`src/rtl/rf_port_seq.sv`:
```
`timescale 1ns / 1ps
// -----------------------------------------------------------------------------
// rf_port_seq
//
// Shares a single register-file port between an operand-fetch requester and a
// writeback source. Writebacks win arbitration in IDLE, but only for
// STARVE_LIMIT consecutive cycles while a request is waiting. An accepted
// request reads rs1 (RD1), optionally rs2 (RD2), then presents the operand
// pair in HOLD until the consumer takes it. Writebacks flow freely in HOLD.
//
// Ports
//   clk, rst                       clock, synchronous active-high reset
//   req_valid/req_ready            operand-fetch request handshake
//   req_rs1, req_rs2, req_use2     source ids; use2=0 returns op_b=0
//   op_valid/op_ready, op_a, op_b  operand-pair handshake and data
//   wb_valid/wb_ready              writeback handshake
//   wb_id, wb_value                writeback target and data
//   rf_id, rf_write, rf_value      register-file port id / write strobe / data
//   rf_read                        register-file read strobe
//   rf_out                         asynchronous register-file read data
// -----------------------------------------------------------------------------
module rf_port_seq #(
    parameter int REG_ID_LEN   = 4,
    parameter int REG_SIZE     = 64,
    parameter int STARVE_LIMIT = 4
) (
    input  logic                  clk,
    input  logic                  rst,
    input  logic                  req_valid,
    output logic                  req_ready,
    input  logic [REG_ID_LEN-1:0] req_rs1,
    input  logic [REG_ID_LEN-1:0] req_rs2,
    input  logic                  req_use2,
    output logic                  op_valid,
    input  logic                  op_ready,
    output logic [REG_SIZE-1:0]   op_a,
    output logic [REG_SIZE-1:0]   op_b,
    input  logic                  wb_valid,
    output logic                  wb_ready,
    input  logic [REG_ID_LEN-1:0] wb_id,
    input  logic [REG_SIZE-1:0]   wb_value,
    output logic [REG_ID_LEN-1:0] rf_id,
    output logic                  rf_write,
    output logic [REG_SIZE-1:0]   rf_value,
    output logic                  rf_read,
    input  logic [REG_SIZE-1:0]   rf_out
);

    // Counter wide enough to hold STARVE_LIMIT itself (it saturates there).
    localparam int               CNT_W = $clog2(STARVE_LIMIT + 1);
    localparam logic [CNT_W-1:0] LIMIT = CNT_W'(STARVE_LIMIT);

    typedef enum logic [1:0] {
        IDLE,
        RD1,
        RD2,
        HOLD
    } state_t;

    state_t                state, state_nx;
    logic [REG_ID_LEN-1:0] rs1_q, rs2_q;
    logic                  use2_q;
    logic [CNT_W-1:0]      starve_cnt, starve_nx;
    logic                  req_acc;
    logic                  wb_acc;

    // Next-state, arbitration and register-file port drive.
    always_comb begin
        // NOTE: every signal written here gets a default first, so no path
        // through the case statement can leave one unassigned and infer a latch.
        state_nx  = state;
        starve_nx = starve_cnt;
        req_ready = 1'b0;
        wb_ready  = 1'b0;
        rf_read   = 1'b0;
        rf_write  = 1'b0;
        rf_id     = '0;
        rf_value  = '0;

        case (state)
            IDLE: begin
                if (wb_valid && starve_cnt < LIMIT) begin
                    // Writeback wins; count it against a waiting request.
                    // The < LIMIT guard makes the counter saturate.
                    wb_ready = 1'b1;
                    if (req_valid) starve_nx = starve_cnt + CNT_W'(1);
                end else begin
                    req_ready = 1'b1;
                    wb_ready  = !req_valid;
                end
                if (!req_valid) starve_nx = '0;
            end
            RD1: begin
                rf_read  = 1'b1;
                rf_id    = rs1_q;
                state_nx = use2_q ? RD2 : HOLD;
            end
            RD2: begin
                rf_read  = 1'b1;
                rf_id    = rs2_q;
                state_nx = HOLD;
            end
            HOLD: begin
                wb_ready = wb_valid;
                if (op_ready) state_nx = IDLE;
            end
            default: state_nx = IDLE;
        endcase

        // Handshakes are suppressed while reset is held.
        if (rst) begin
            req_ready = 1'b0;
            wb_ready  = 1'b0;
            rf_read   = 1'b0;
        end

        req_acc = req_valid && req_ready;
        wb_acc  = wb_valid && wb_ready;

        if (req_acc) begin
            state_nx  = RD1;
            starve_nx = '0;
        end

        // Writes only happen in IDLE/HOLD, so they never collide with a read.
        if (wb_acc) begin
            rf_write = 1'b1;
            rf_id    = wb_id;
            rf_value = wb_value;
        end
    end

    assign op_valid = (state == HOLD) && !rst;

    always_ff @(posedge clk) begin
        // NOTE: sequential state uses non-blocking assignments so every
        // register samples the pre-edge values, independent of statement order.
        if (rst) begin
            // NOTE: only control and operand registers are reset; the register
            // file itself lives outside this block and keeps its contents.
            state      <= IDLE;
            rs1_q      <= '0;
            rs2_q      <= '0;
            use2_q     <= 1'b0;
            starve_cnt <= '0;
            op_a       <= '0;
            op_b       <= '0;
        end else begin
            state      <= state_nx;
            starve_cnt <= starve_nx;
            if (req_acc) begin
                rs1_q  <= req_rs1;
                rs2_q  <= req_rs2;
                use2_q <= req_use2;
            end
            // Operands are captured only during the read states, so a HOLD
            // writeback to rs1/rs2 leaves the presented pair untouched.
            if (state == RD1) begin
                op_a <= rf_out;
                if (!use2_q) op_b <= '0;
            end
            if (state == RD2) op_b <= rf_out;
        end
    end

endmodule

```
`config.mk`:
```
export PLATFORM = sky130hd
export DESIGN_NAME = rf_port_seq
export DESIGN_NICKNAME = d
export VERILOG_FILES = /design/src/rtl/rf_port_seq.sv
export SDC_FILE = /design/constraint.sdc
export NUM_CORES = 1
export LEC_CHECK = 0
export CAP_MARGIN = 0
export CORE_AREA = 2 2 134 136
export DETAILED_ROUTE_END_ITERATION = 6
export DIE_AREA = 0 0 136 138
export HOLD_SLACK_MARGIN = 0.15
export PLACE_DENSITY = 0.81
export SLEW_MARGIN = 20
export SYNTH_ARGS = -nofsm -noshare
export SYNTH_HDL_FRONTEND = slang
export SYNTH_SLANG_ARGS = --single-unit
```
`constraint.sdc`:
```
create_clock -name clk -period 2.85 [get_ports clk]
set_clock_uncertainty 0.2 [all_clocks]
set_input_delay 0.4275 -clock clk [delete_from_list [all_inputs] [get_ports clk]]
set_output_delay 0.4275 -clock clk [all_outputs]
set_load 0.1 [all_outputs]
```
# Yosys cells after proc, flatten, opt, wreduce, memory -nomap -nowiden
# Index checks and enable logic that the tools add are counted.
# W data, S select, Z words.
dict set report totals {
  reg_bits 142
  in_bits 146
  out_inout_bits 201
  elab_cells 54
}
dict set report op_classes {
  addsub 1
  order_cmp 1
  n_eq_ne 7
  n_mux 21
  reduce_logical 16
}
# op n
set ops {}
lappend ops {{$mux W64} 4}
lappend ops {{$mux W1} 10}
lappend ops {{$pmux W4 S2} 1}
lappend ops {{$reduce_and A2 Y1} 4}
lappend ops {{$mux W3} 2}
lappend ops {{$pmux W2 S3} 1}
lappend ops {{$eq A2 B2 Y1 const B} 2}
lappend ops {{$logic_and A1 B1 Y1} 4}
lappend ops {{$mux W4} 1}
lappend ops {{$ne A2 B1 Y1 const B} 2}
lappend ops {{$reduce_bool A4 Y1} 1}
lappend ops {{$reduce_or A2 Y1} 2}
lappend ops {{$add A3 B1 Y3 const B} 1}
lappend ops {{$lt A3 B3 Y1 const B} 1}
lappend ops {{$ne A3 B3 Y1 const B} 1}
lappend ops {{$reduce_bool A3 Y1} 1}
lappend ops {{$eq A2 B1 Y1 const B} 1}
lappend ops {{$logic_not A1 Y1} 2}
lappend ops {{$logic_not A2 Y1} 1}
lappend ops {{$mux W2} 1}
lappend ops {{$ne A2 B2 Y1 const B} 1}
lappend ops {{$pmux W1 S2} 1}
lappend ops {{$reduce_bool A2 Y1} 1}

# Longest topological paths before layout
# Gate-level depths: netlist of run 1.
dict set report depth {
  depth_word 8
  ltp_mapped 8
  ltp_nobuf 6
}

# Worst setup path before layout of run 1
# No wires, ideal clock.
dict set report synth_timing {
  path_kind {register to output}
  from {reg state[0]}
  to {out rf_id[0]}
  arrival_time_ns 3.299
  required_ns 2.223
  slack_ns -1.076
  stages_incl_launch_ff 5
  n_path_buf 1
  cell_sequence {dfxtp_1 > inv_1 > ha_1 > clkbuf_1 > o31ai_1}
}
dict set report synth_between {
  elab_chain_len 5
  elab_cells_between_ends 9
  classes_between {eq/ne (3); mux (4); reduce/logical (2)}
}
# element line
set synth_lines {}
lappend synth_lines {{start: declaration} 60} ;# state_t state, state_nx;
lappend synth_lines {{start signal: assignment} 149} ;# state <= state_nx;
lappend synth_lines {{$eq A2 B2 Y1 or $logic_not A2 Y1 (tied branches)} 80} ;# case (state)
lappend synth_lines {{$pmux W1 S2} 80}
lappend synth_lines {{$mux W1} 111} ;# if (rst) begin
lappend synth_lines {{$logic_and A1 B1 Y1} 118} ;# wb_acc = wb_valid && wb_ready;
lappend synth_lines {{$mux W4 *} 126} ;# if (wb_acc) begin
lappend synth_lines {{end: declaration} 42} ;# output logic [REG_ID_LEN-1:0] rf_id,
# Every way passes the cells marked *; elsewhere a longest branch is shown, timed or not.

# Final worst setup path of run 1
dict set report layout_timing {
  from {reg state[1]}
  to {out rf_value[30]}
}
dict set report layout_between {
  elab_chain_len 5
  elab_cells_between_ends 6
  classes_between {eq/ne (1); mux (3); reduce/logical (2)}
}
# element line
set layout_lines {}
lappend layout_lines {{$eq A2 B2 Y1 or $logic_not A2 Y1 (tied branches)} 80}
lappend layout_lines {{$pmux W1 S2 *} 80}
lappend layout_lines {{$mux W1 *} 111}
lappend layout_lines {{$logic_and A1 B1 Y1 *} 118}
lappend layout_lines {{$mux W64 *} 126}
lappend layout_lines {{end: declaration} 44} ;# output logic [REG_SIZE-1:0] rf_value,
# Marked as above.

==> results list, run 1 <==
- The sequential cells in the finished layout cover a total of approximately 2900 um^2.
* Leading post-synthesis cells by cell area: sky130_fd_sc_hd__dfxtp_1, sky130_fd_sc_hd__mux2i_1, sky130_fd_sc_hd__nor2_1, sky130_fd_sc_hd__a22oi_1, sky130_fd_sc_hd__and2_1
* Core Box Area: approximately 18000 um^2
- Largest fanout on the critical path: 8
- Summing the sequential cell areas from Yosys gives 51.16% of the chip area.
- The first global-routing pass estimated 31370 um of wire.
- For the pin with the worst max-slew slack, the measured transition is 967.1 ps.
- The largest total area in the synthesized netlist belongs to sky130_fd_sc_hd__dfxtp_1.
* Finished layout cell area: between 10000 and 15000 um^2
- In this run, flip-flops and latches consume 22.8% of the power.
- After synthesis, the mean cell area works out to 9.370 um^2.
* Most frequent cells in the layout: sky130_fd_sc_hd__buf_4, sky130_fd_sc_hd__clkdlybuf4s50_1, sky130_fd_sc_hd__dfxtp_1, sky130_fd_sc_hd__nor2_1, sky130_fd_sc_hd__buf_12
- The share of total power dissipated in the clock network is 20.8%.
- Max-cap violations in this run came to 0.
- Area fraction of the dominant cell type after synthesis: roughly half
- Timing would allow up to 352.0 MHz.
- Part of the power in combinational logic: 56.4%
- The multi-input combinational cells in the finished layout cover a total of ~2800 um^2.
* Congestion Overflow GR: 0
- Die area: 18770 um^2
- During I/O placement, the number of pins put on the boundary was approximately 350.
* CP required: 2220 ps
* Leak pwr: 4.492 nW
- Setup repair after global routing could not meet its margin everywhere.
- The later pin in the worst-skew pair is clocked with a latency of between 400 and 500 ps.
- The internal portion of the total power is 5.538 mW.
- Die outline height: 138 um
- Clock transition at the register clock pins on the worst setup and hold paths after CTS: 60 ps
- Maximum level of the CTS H-tree: 4
- The completed layout was analyzed and its total power is 11.05 mW.
- After the first detailed-routing iteration, the DRC count stood at 261.
- Of the total power, the share spent switching nets is 49.89%.
- The initial antenna violation count is 5.
- The number of nets in the synthesized netlist is approximately 740.
- Number of failing setup endpoints in the final timing report: 0
* Layout-stage area growth over the synthesis result: 94.05%
- The worst setup path is captured at an output port.
* Clock tree from TritonCTS: built
* Count of unique library cells instantiated by Yosys: 30
- Routed vias: 5716
- For this run, the total global-route usage over all layers was measured as 21.64%.
- Filler Cell Count: 1373
- On the final layout, the worst hold slack is 274.1 ps.
- Total detailed-routing wirelength: 21470 um
* Post-detailed-route count of antenna-violating nets: 0
- Row cnt: 49
- After layout, the minimum clock period comes to roughly 2800 ps.
- DRC viols: 0
- Setup Crit Path Kind: reg2out
- Leaving out fill and tap cells, the most frequent cell in the layout is sky130_fd_sc_hd__buf_4.
- Number of global-route vias before repair: around 5700
- During synthesis, Yosys emitted a total of 0 warnings.
* Final critical-path share of the clock period: 99.67%
- The run finished with clean final reports.
- Die width: 136 um
* Final-report max-slew violation count: 0
- Measured against its own limit, the worst slew margin works out to 35.28%.
- Core utilization of the finished layout: 61.50%
- Number of buffers inserted by port buffering: 346
- For this run, the detailed router's first-pass iteration total came to 4.
* Placed Instances: 1134
- Routability Congestion: 0.8633
- Number of storage elements in the synthesis netlist: 142
- Clk buf depth: 2
- Signal arrival time at the worst endpoint: approximately 2200 ps
- Post-place setup slack: -24.53 ps
* Post-route worst setup slack: 9.404 ps
- Summing all placed instances gives a cell area of between 9000 and 10000 um^2.
- Switching power: ~5.5 mW
- Hold Violations, Final: 0
- The cell area that synthesis handed to floorplanning was approximately 5600 um^2.
- STA classifies the critical path startpoint as a flip-flop.
- Adding up every negative setup slack in the final design gives 0 ps.
- Dividing the detail-routed via count by the number of cells gives 4.803.
- Total clock buffers created by CTS: 17
- CTS root buffer: sky130_fd_sc_hd__clkbuf_16
- The tightest min-delay check is of the reg2reg type.
* Final routed wire length divided by cell count: approximately 18 um
- After technology mapping, the gate count stands at 593.
- In this run the power density over the cells is ~1000 nW/um^2.
- CTS saw 142 sinks.
- HPWL reported at the end of detailed placement: 14630 um
* Fraction of layout instances using a drive strength above 1: 35.67%
- Net total in the final layout: 1094
- Largest net degree at the start of global routing: 75
- The finished layout holds roughly 1200 standard cells, fillers aside.
- Worst vdd rail ir drop: 0.5467 mV
- For this configuration, the core starts out at a cell density of 31.69%.
-- synth_stat cells --
cell type	instances
sky130_fd_sc_hd__dfxtp_1	142
sky130_fd_sc_hd__nor2_1	131
sky130_fd_sc_hd__and2_1	65
sky130_fd_sc_hd__mux2i_1	65
sky130_fd_sc_hd__a22oi_1	64
sky130_fd_sc_hd__clkbuf_1	32
sky130_fd_sc_hd__nand2_1	19
sky130_fd_sc_hd__nand2b_1	11
sky130_fd_sc_hd__buf_2	8
sky130_fd_sc_hd__o21ai_0	8
sky130_fd_sc_hd__buf_1	7
sky130_fd_sc_hd__ha_1	5
sky130_fd_sc_hd__inv_1	5
sky130_fd_sc_hd__o31ai_1	5
sky130_fd_sc_hd__a22o_1	4
sky130_fd_sc_hd__nor3_1	4
sky130_fd_sc_hd__a21oi_1	3
sky130_fd_sc_hd__nand4_1	2
sky130_fd_sc_hd__nor2b_1	2
sky130_fd_sc_hd__a2111oi_4	1
sky130_fd_sc_hd__a211oi_1	1
sky130_fd_sc_hd__a21o_1	1
sky130_fd_sc_hd__and2b_2	1
sky130_fd_sc_hd__buf_4	1
sky130_fd_sc_hd__mux2_2	1
sky130_fd_sc_hd__nand3_1	1
sky130_fd_sc_hd__nor3b_1	1
sky130_fd_sc_hd__o21ai_1	1
sky130_fd_sc_hd__o21ai_2	1
sky130_fd_sc_hd__o21bai_1	1
-- critical path: stages (launching register included) --
cell and delay, ps:
sky130_fd_sc_hd__dfxtp_4 400, sky130_fd_sc_hd__ha_4 170, sky130_fd_sc_hd__nand2_4 60, sky130_fd_sc_hd__a2111oi_4 370, sky130_fd_sc_hd__buf_4 210, sky130_fd_sc_hd__buf_6 130
sky130_fd_sc_hd__buf_16 120, sky130_fd_sc_hd__and2_4 170, sky130_fd_sc_hd__buf_12 170
-- logic make-up (layout without fill, tap and decap cells) --
group                    count (synthesis)  count (layout)  synth area share, %
AND/OR/NAND/NOR                        237             237                19.88
flip-flops                             142             142                51.16
AO/OA/AOI/OAI                           90              90                12.09
multiplexers                            66              66                11.91
buffers and inverters                   53             416                3.828
adder cells (fa/ha/maj)                  5               5                1.126
other                                    0               5                    0
-- path summary, 6_finish.rpt --
check                 end  startpoint  slack (ps)  cells after the start
max          rf_value[30]    state[1]           9                      8
min              rs1_q[1]    rs1_q[1]         270                      2
max reg2reg       op_b[2]    state[0]         510                      6
min reg2reg      rs1_q[1]    rs1_q[1]         270                      2
-- flip-flops by register name (all words and copies together), names as in the netlist --
| signal | flops |
|---|---|
| op_a | 64 |
| op_b | 64 |
| rs1_q | 4 |
| rs2_q | 4 |
| starve_cnt | 3 |
| state | 2 |
| use2_q | 1 |
-- routing by layer --
metal	wire length, um	up-vias	track usage, %
met5	0	-	0
met1	7587	2698	21.91
li1	-	2713	-
met4	873	0	10.42
met2	11170	259	38.96
met3	1837	46	7.701
-- what timing repair did --
action / 4_1_cts / 5_1_grt
resized for setup: 47 / 34
pin swaps: 4 / 7
cloned: 4 / 0
buffers inserted: 6 / 5
hold buffers: 4 / 0
setup endpoints to repair: 65 / 65
endpoints found under the hold margin: 4 / 0
-- power groups by stage --
stage / clock [mW] / sequential [mW] / combinational [mW]
floorplan: 0 / 4.63 / 2.18
detailed placement: 0 / 2.53 / 5.96
global placement: 0 / 2.52 / 5.90
global route: 2.43 / 2.55 / 6.46
CTS: 2.34 / 2.51 / 6.16
finish: 2.30 / 2.51 / 6.23
-- area by class of cell --
| type | instances | area share (%) |
|---|---|---|
| Timing Repair Buffer | 379 | 39.22 |
| Sequential cell | 142 | 26.43 |
| Multi-Input combinational cell | 398 | 25.67 |
| Clock buffer | 18 | 3.980 |
| Tap cell | 229 | 2.657 |
| Clock inverter | 14 | 1.706 |
| Inverter | 5 | 0.2205 |
| Antenna cell | 5 | 0.1160 |
Power figures use the tool's default switching activity.
==> run 2: changes to the inputs <==
--- a/config.mk
+++ b/config.mk
@@ -6,12 +6,14 @@
 export NUM_CORES = 1
 export LEC_CHECK = 0
 export CAP_MARGIN = 0
-export CORE_AREA = 2 2 134 136
+export CORE_AREA = 2 2 136 138
+export CTS_BUF_LIST = sky130_fd_sc_hd__clkbuf_8
 export DETAILED_ROUTE_END_ITERATION = 6
-export DIE_AREA = 0 0 136 138
+export DIE_AREA = 0 0 138 140
 export HOLD_SLACK_MARGIN = 0.15
-export PLACE_DENSITY = 0.81
+export PLACE_DENSITY = 0.79
 export SLEW_MARGIN = 20
 export SYNTH_ARGS = -nofsm -noshare
 export SYNTH_HDL_FRONTEND = slang
 export SYNTH_SLANG_ARGS = --single-unit
+export TNS_END_PERCENT = 1
==> constraint.sdc (replaced) <==
create_clock -name clk -period 2.8 [get_ports clk]
set_clock_uncertainty 0.2 [all_clocks]
set_input_delay 0.42 -clock clk [delete_from_list [all_inputs] [get_ports clk]]
set_output_delay 0.42 -clock clk [all_outputs]
set_load 0.1 [all_outputs]
==> run 2 against run 1 <==
Net effect: the run now ends with negative setup slack left; register-to-register slack improved by 260 ps; count of clock-buffer cells in the layout rose by 1; combinational power is 1% higher; core utilization fell by 2.0 points; final cell count down 0.17%; sequential power is 2% higher; sequential share of layout area increased by 0.51 points; largest cell class unchanged; sequential cell count unchanged; die area rose by 2.9%; power fell by 3.9%; global-route usage about the same; wire length fell by 1.0%.
==> results list, run 2 (same netlist as run 1, synthesis figures left out) <==
- The total power draw came to 10.62 mW (-3.9%).
- The die area was 19320 um^2 (+2.9%).
- Clk network pwr share: 16.5% (-4.3 points)
- Total clock buffers created by CTS: 17 (unchanged)
- Initial antenna violation count: 10 (+5)
- The maximum clock path buffer count is 2 (unchanged).
- 1st-pass router iterations: 4 (unchanged)
- The number of DRC markers after the initial detailed-route iteration is 231 (-11%).
* Internal power consumption: 5.161 mW (-6.8%)
- Top Family by Delay on Critical Path: buffers and inverters
- The slew at the pin with the worst max-slew slack came to 844.9 ps (-122.2 ps).
- The net switching component of the power came to 5.456 mW (-1.0%).
- The part of the total power dissipated in combinational logic came to 59.5% (+3.1 points).
- Number of sinks driven by the clock tree: 142 (unchanged)
- The number of H-tree branching levels was 4 (unchanged).
* HPWL reported at the end of detailed placement: 15070 um (+3.0%)
- Finished layout cell area: 10580 um^2 (-1.9%)
- Total power divided by cell area: 1003 nW/um^2 (-2.1%)
- Count of max-cap constraint violations: 0 (unchanged)
- The worst setup path is of the reg2out kind.
* Hold Violations, Final: 0 (unchanged)
- The die span in x was 138 um (+1.5%).
- Routed vias: 5595 (-2.1%)
- The tree is rooted in a sky130_fd_sc_hd__clkbuf_8.
* Result of the run: finished with violations
* Layout-stage area growth over the synthesis result: 90.41%
- Fraction of layout instances using a drive strength above 1: 36.28% (+0.61 points)
- The worst-path maximum fanout is 8 (unchanged).
- Cell with the largest stage delay on the worst path: sky130_fd_sc_hd__dfxtp_4
- Final worst path period need: 2822 ps
- Worst vdd rail ir drop: 0.6762 mV (+24%)
- Number of buffers inserted by port buffering: 346 (unchanged)
* Post-place setup slack: -83.30 ps (-58.77 ps)
* Post-route worst setup slack: -22.03 ps (-31.43 ps)
- The final max-slew violation count was 0 (unchanged).
- Leak pwr: 4.389 nW (-2.3%)
- The number of endpoints failing setup at the final stage is 31 (+31).
* Hold-fix buffers at CTS: 0 (-4)
- The top cell types in the final layout, fill and taps aside, are sky130_fd_sc_hd__buf_4, sky130_fd_sc_hd__clkdlybuf4s50_1, sky130_fd_sc_hd__dfxtp_1, sky130_fd_sc_hd__nor2_1, sky130_fd_sc_hd__buf_12.
- The maximum single-stage delay on the critical path came to 390 ps (about the same).
- Final critical-path share of the clock period: 100.8%
* Largest net degree at the start of global routing: 82 (+9.3%)
* Part of the total power dissipated in sequential elements: 24.0% (+1.2 points)
* Setup repair after global routing missed its margin: true
- The number of placed I/O pins was 347 (unchanged).
* Congestion Overflow GR: 0 (unchanged)
- Leaving out fill and tap cells, the most frequent cell in the layout is sky130_fd_sc_hd__buf_4.
- The overall die height is 140 um (+1.4%).
- The global-route wire length before repair was 32400 um (+3.3%).
* Number of vias per cell after detailed routing: 4.710 (-2.0%)
- Switching share of power: 51.39% (+1.5 points)
- Net total in the final layout: 1090 (-0.37%)
- The cell area reported after detailed placement is 9706 um^2 (-0.36%).
- Min-Delay Path Class: reg2reg
* Row cnt: 49 (unchanged)
* DRC viols: 0 (unchanged)
- Critical path endpoint category: output port
* Maximum frequency from static timing analysis: 354.4 MHz
- Traced cell by cell, the critical path runs through ha_4 > nand2_4 > a2111oi_4 > buf_4 > buf_6 > buf_12 > and2_4 > buf_12.
- The initial standard-cell utilization of the core is 31.25% (-0.44 points).
* Post-detailed-route count of antenna-violating nets: 0 (unchanged)
- Clock transition at the register clock pins on the worst setup and hold paths after CTS: 70 ps (about the same)
- The via count of the first global-routing pass was 5604 (-1.2%).
- TritonCTS built the clock tree.
* Violations in the final reports: negative setup slack
- The remaining max-slew budget at the tightest pin is 43.67% (+8.4 points).
* Routability Congestion: 0.8719 (+1.0%)
- Number of buffer and inverter instances along the worst setup path: 4 (unchanged)
- STA classifies the critical path startpoint as a flip-flop.
- The cell that appears most often on the critical path is sky130_fd_sc_hd__buf_12.
- Final routed wire length divided by cell count: 17.88 um (-0.87%)
- The final wirelength is 21240 um (-1.0%).
- The critical path data required time is 2180 ps (-40 ps).
* Signal arrival time at the worst endpoint: 2200 ps (about the same)
- Regs by FF count: op_a: 64 flops, op_b: 64 flops
* Total routing usage reported by global routing: 21.62% (-0.023 points)
* Insertion delay of the later-clocked pin in the worst-skew pair: 440 ps (+30 ps)
- Core Box Area: 17780 um^2 (+1.4%)
## run 2: changes by cell type in the layout (fill, tap and decap cells not counted), moves of 2 or more
| cell | change |
|---|---|
| sky130_fd_sc_hd__diode_2 | +3 |
| sky130_fd_sc_hd__and2_4 | +5 |
| sky130_fd_sc_hd__o31ai_4 | -3 |
| sky130_fd_sc_hd__clkinv_4 | -2 |
| sky130_fd_sc_hd__buf_4 | -3 |
| sky130_fd_sc_hd__clkbuf_8 | +19 |
| sky130_fd_sc_hd__clkinvlp_4 | +2 |
| sky130_fd_sc_hd__dlygate4sd3_1 | -4 |
| sky130_fd_sc_hd__and2_1 | -5 |
| sky130_fd_sc_hd__clkbuf_16 | -17 |
| sky130_fd_sc_hd__o31ai_2 | +3 |
## run 2: path summary, 6_finish.rpt
check                                   start            end  slack (ps)  cells past startpoint
worst min register to register  starve_cnt[1]  starve_cnt[1]         280                      2
worst max-delay path                 state[1]   rf_value[52]         -20                      8
worst max register to register       state[1]       op_a[42]         770                      6
worst min-delay path            starve_cnt[1]  starve_cnt[1]         280                      2
## run 2: cell type report
class / instances / area, um^2
tap: 229 / 286.5
clock buffer: 19 / 261.5
fill: 1418 / 7199
timing repair buffer: 375 / 4225
antenna: 8 / 20.02
inverter: 5 / 23.77
clock inverter: 12 / 161.4
multi-input combinational: 398 / 2751
sequential: 142 / 2850
## run 2: per-stage QoR
step,instances,hold WS [ps],utilization (%),TNS [ps]
3_5_place_dp,1133,269.1,54.59,-4363
6_report,1188,276.5,59.51,-302.9
3_3_place_gp,1133,262.8,54.59,-2678
2_1_floorplan,593,242.0,-,-10880
5_1_grt,1183,298.3,59.44,-6062
4_1_cts,1179,282.5,59.30,-3098
## run 2: worst reg2reg max path: stages, from the launching register on
cell	delay, ps
sky130_fd_sc_hd__dfxtp_4	370
sky130_fd_sc_hd__inv_4	70
sky130_fd_sc_hd__buf_4	110
sky130_fd_sc_hd__ha_4	300
sky130_fd_sc_hd__buf_4	520
sky130_fd_sc_hd__mux2i_1	270
sky130_fd_sc_hd__nor2_1	60
## run 2: what timing repair did
item | in CTS | in global routing
buffers inserted | 11 | 2
cloned | 5 | 0
pin swaps | 55 | 12
endpoints found under the setup margin | 67 | 65
gates resized for setup | 85 | 4
## run 2: layer usage
metal / routed length (um) / up-vias / track usage [%]
met5: 31 / - / 0
met4: 390 / 4 / 8.217
met1: 8319 / 2614 / 23.73
met3: 2007 / 31 / 9.709
li1: - / 2701 / -
met2: 10500 / 245 / 36.84
## run 2: power by group through the flow
| stage | sequential [mW] | clock, mW | combinational, mW |
|---|---|---|---|
| finish | 2.55 | 1.75 | 6.31 |
| global route | 2.59 | 1.89 | 6.55 |
| CTS | 2.55 | 1.80 | 6.33 |
| detailed placement | 2.58 | 0 | 6.03 |
| global placement | 2.57 | 0 | 6.00 |
| floorplan | 4.71 | 0 | 2.19 |
==> run 3: changes to the inputs <==
--- a/config.mk
+++ b/config.mk
@@ -6,12 +6,12 @@
 export NUM_CORES = 1
 export LEC_CHECK = 0
 export CAP_MARGIN = 0
-export CORE_AREA = 2 2 136 138
+export CORE_AREA = 2 2 135 137
 export CTS_BUF_LIST = sky130_fd_sc_hd__clkbuf_8
 export DETAILED_ROUTE_END_ITERATION = 6
-export DIE_AREA = 0 0 138 140
+export DIE_AREA = 0 0 137 139
 export HOLD_SLACK_MARGIN = 0.15
-export PLACE_DENSITY = 0.79
+export PLACE_DENSITY = 0.83
 export SLEW_MARGIN = 20
 export SYNTH_ARGS = -nofsm -noshare
 export SYNTH_HDL_FRONTEND = slang
==> constraint.sdc (replaced) <==
create_clock -name clk -period 2.3 [get_ports clk]
set_clock_uncertainty 0.2 [all_clocks]
set_input_delay 0.345 -clock clk [delete_from_list [all_inputs] [get_ports clk]]
set_output_delay 0.345 -clock clk [all_outputs]
set_load 0.1 [all_outputs]
==> run 3 against run 2 <==
Net effect: the run still ends with negative setup slack left; first-iteration DRC count grew 19%; global-route usage grew 0.054 points; hold slack lost 25 ps; critical path depth grew 1; largest cell class unchanged; final cell count grew 0.25%; count of clock-buffer cells in the layout is the same; largest power group unchanged; core utilization grew 0.92 points; die area shrank 1.4%; combinational power grew 24%; non-clock buffer count grew 4; power grew 24%; critical endpoint is now rf_value[10].
==> results list, run 3 (same netlist as run 1, synthesis figures left out) <==
- Most frequent cells in the layout: sky130_fd_sc_hd__buf_4, sky130_fd_sc_hd__clkdlybuf4s50_1, sky130_fd_sc_hd__dfxtp_1, sky130_fd_sc_hd__nor2_1, sky130_fd_sc_hd__buf_12
- The number of clock buffers inserted by TritonCTS came to 17 (unchanged).
* Net total in the final layout: 1094 (+0.37%)
* Clock tree from TritonCTS: built
- Routed vias: 5753 (+2.8%)
- The pin count of the biggest net entering global routing was 75 (-8.5%).
- Worst vdd rail ir drop: 0.8293 mV (+23%)
- The critical path ends at rf_value[10].
* Internal power consumption: 6.444 mW (+25%)
- Worst reg2reg path depth: 6 (unchanged)
- The final count of hold timing violations was 0 (unchanged).
- Worst slew margin: 48.43% (+4.8 points)
* Register Area: 2848 um^2 (about the same)
- Area of the multi-input gates: 2776 um^2 (+0.91%)
- The root buffer cell chosen for the clock tree is sky130_fd_sc_hd__clkbuf_8.
- DRC viols: 0 (unchanged)
- The overall die height is 139 um (-0.71%).
- The slack of the worst reg-to-reg path is 380 ps (-390 ps).
- The site row count was 49 (unchanged).
- The initial antenna violation count is 6 (-4).
- Effective utilization at floorplan: 31.47% (+0.22 points)
- The share of power burned in registers came to 23.6% (-0.4 points).
- Switching power: 6.717 mW (+23%)
- Total routing usage reported by global routing: 21.67% (+0.054 points)
- Hold-fix buffers at CTS: 0 (unchanged)
* Transition at the pin with the smallest max-transition slack: 773.6 ps (-71.25 ps)
- The flow ran to the end, but the final reports show violations.
- Violations in the final reports: negative setup slack
- Core utilization of the finished layout: 60.43% (+0.92 points)
* Switching share of power: 51.04% (-0.35 points)
- The fraction of final layout cells sized beyond drive strength 1 came to 37.03% (+0.75 points).
- The area growth from synthesis to layout is 92.03%.
- The routability congestion estimate from global placement came to 0.8097 (-7.1%).
* Number of failing setup endpoints in the final timing report: 70 (+130%)
- Insertion delay of the later-clocked pin in the worst-skew pair: 440 ps (about the same)
- The part of the total power dissipated in combinational logic was 59.5% (about the same).
- The count of nets left with antenna violations after detail routing was 0 (unchanged).
* Die area: 19040 um^2 (-1.4%)
- Crit start category: flip-flop
* Total detailed-routing wirelength: 21900 um (+3.1%)
- In this run the critical register-to-register path is launched from state[1].
- Leak pwr: 4.425 nW (+0.80%)
- Setup repair after global routing could not meet its margin everywhere.
* Min-Delay Path Class: in2reg
* Maximum level of the CTS H-tree: 4 (unchanged)
- The number of maximum-capacitance violations came to 0 (unchanged).
- The number of DRC markers after the initial detailed-route iteration came to 275 (+19%).
- Cell depth of the worst hold path: 3 (+1)
- Regs by FF count: op_a: 64 flops, op_b: 64 flops
- Die width: 137 um (-0.72%)
- Total power divided by cell area: 1233 nW/um^2 (+23%)
- The worst-path maximum fanout is 8 (unchanged).
- Core Box Area: 17660 um^2 (-0.69%)
- The first-pass iteration count of the detailed router came to 4 (unchanged).
- The routed design could run at a clock period as short as 2798 ps.
* Final critical-path share of the clock period: 121.7%
- The routed wire length per instance was 18.39 um (+2.8%).
- Placed Instances: 1141 (+0.71%)
- Number of sinks driven by the clock tree: 142 (unchanged)
- Derived from the worst setup path, the maximum achievable clock frequency is 357.4 MHz.
* Clk network pwr share: 17.0% (+0.5 points)
* Clk buf depth: 2 (unchanged)
- The final max-slew violation count came to 0 (unchanged).
- Most common library cell in the layout ignoring fill and taps: sky130_fd_sc_hd__buf_4
* HPWL reported at the end of detailed placement: 15440 um (+2.5%)
- First-pass GRT wire length: 31740 um (-2.0%)
* Critical path endpoint category: output port
- Number of global-route vias before repair: 5712 (+1.9%)
- The smallest hold slack was 251.8 ps (-24.68 ps).
- Number of vias per cell after detailed routing: 4.830 (+2.6%)
- The worst register-to-register path ends at op_a[36].
- Post-route worst setup slack: -498.4 ps (-476.4 ps)
* CP required: 1750 ps (-430 ps)
- The arrival time of data at the critical path endpoint is 2250 ps (+50 ps).
* Congestion Overflow GR: 0 (unchanged)
- The post-route non-filler standard cell count came to 1191 (+0.25%).
- Setup Crit Path Kind: reg2out
* Top-level port count: 347 (unchanged)
- Filler Cell Count: 1409 (-0.63%)
- Clock transition at the register clock pins on the worst setup and hold paths after CTS: 80 ps (about the same)
* Worst setup startpoint: state[1]
- The number of buffers added on ports was 346 (unchanged).
## run 3: changes by cell type in the layout (fill, tap and decap cells not counted), moves of 3 or more
cell                      previous run  this run
sky130_fd_sc_hd__buf_6               2         5
sky130_fd_sc_hd__and2_4             64        37
sky130_fd_sc_hd__o31ai_2             4         0
sky130_fd_sc_hd__o31ai_4             0         4
sky130_fd_sc_hd__and2_2              1        28
## run 3: worst max-delay path, cell delays in order (launching register included)
cell                        delay (ps)
sky130_fd_sc_hd__dfxtp_2           360
sky130_fd_sc_hd__buf_6             110
sky130_fd_sc_hd__ha_4              140
sky130_fd_sc_hd__nand2_4            50
sky130_fd_sc_hd__a2111oi_4         370
sky130_fd_sc_hd__buf_4             190
sky130_fd_sc_hd__buf_6             130
sky130_fd_sc_hd__clkbuf_16         150
sky130_fd_sc_hd__and2_4            150
sky130_fd_sc_hd__buf_12            160
## run 3: power by group through the flow
| stage | combinational [mW] | sequential, mW | clock, mW |
|---|---|---|---|
| after floorplan | 2.76 | 5.73 | 0 |
| after global placement | 7.46 | 3.11 | 0 |
| after detailed placement | 7.51 | 3.13 | 0 |
| after CTS | 7.73 | 3.10 | 2.30 |
| after global routing | 8.11 | 3.15 | 2.39 |
| final | 7.83 | 3.10 | 2.23 |
## run 3: area by class of cell
| cell class | count | area share [%] |
|---|---|---|
| sequential | 142 | 26.69 |
| clock inverter | 13 | 1.747 |
| multi-input combinational | 398 | 26.02 |
| timing repair buffer | 379 | 40.09 |
| clock buffer | 19 | 2.451 |
| inverter | 5 | 0.1759 |
| antenna | 6 | 0.1407 |
| tap | 229 | 2.685 |
## run 3: through the flow
stage | instance area [um^2] | TNS (ps) | total power, mW | setup slack (ps)
6_report | 10670 | -30190 | 13.16 | -498.4
5_1_grt | 10670 | -38900 | 13.65 | -620.9
4_1_cts | 10560 | -31240 | 13.12 | -494.8
3_5_place_dp | 9902 | -24130 | 10.65 | -391.3
3_3_place_gp | 9902 | -22940 | 10.58 | -365.8
2_1_floorplan | 5722 | -13760 | 8.495 | -311.2
## run 3: how the worst min path moves through the flow
stage,to,startpoint,slack (ps)
floorplan,starve_cnt[2],starve_cnt[2],240
global placement,starve_cnt[1],starve_cnt[1],260
detailed placement,starve_cnt[1],starve_cnt[1],260
CTS,rs1_q[1],req_rs1[1],220
global route,rs2_q[3],req_rs2[3],240
finish,rs1_q[1],req_rs1[1],250
## run 3: layer usage
layer	global-route usage, %	share of wire (%)	up-vias
met5	0	0	-
met4	9.604	3.2	0
met3	7.456	8.3	33
met2	39.49	53	259
met1	21.96	35	2753
li1	-	-	2708
## run 3: timing repair
action | CTS | global route
pin swaps | 2 | 32
resized for setup | 39 | 17
setup buffers | 5 | 2
setup endpoints to repair | 71 | 72
cloned | 4 | 1
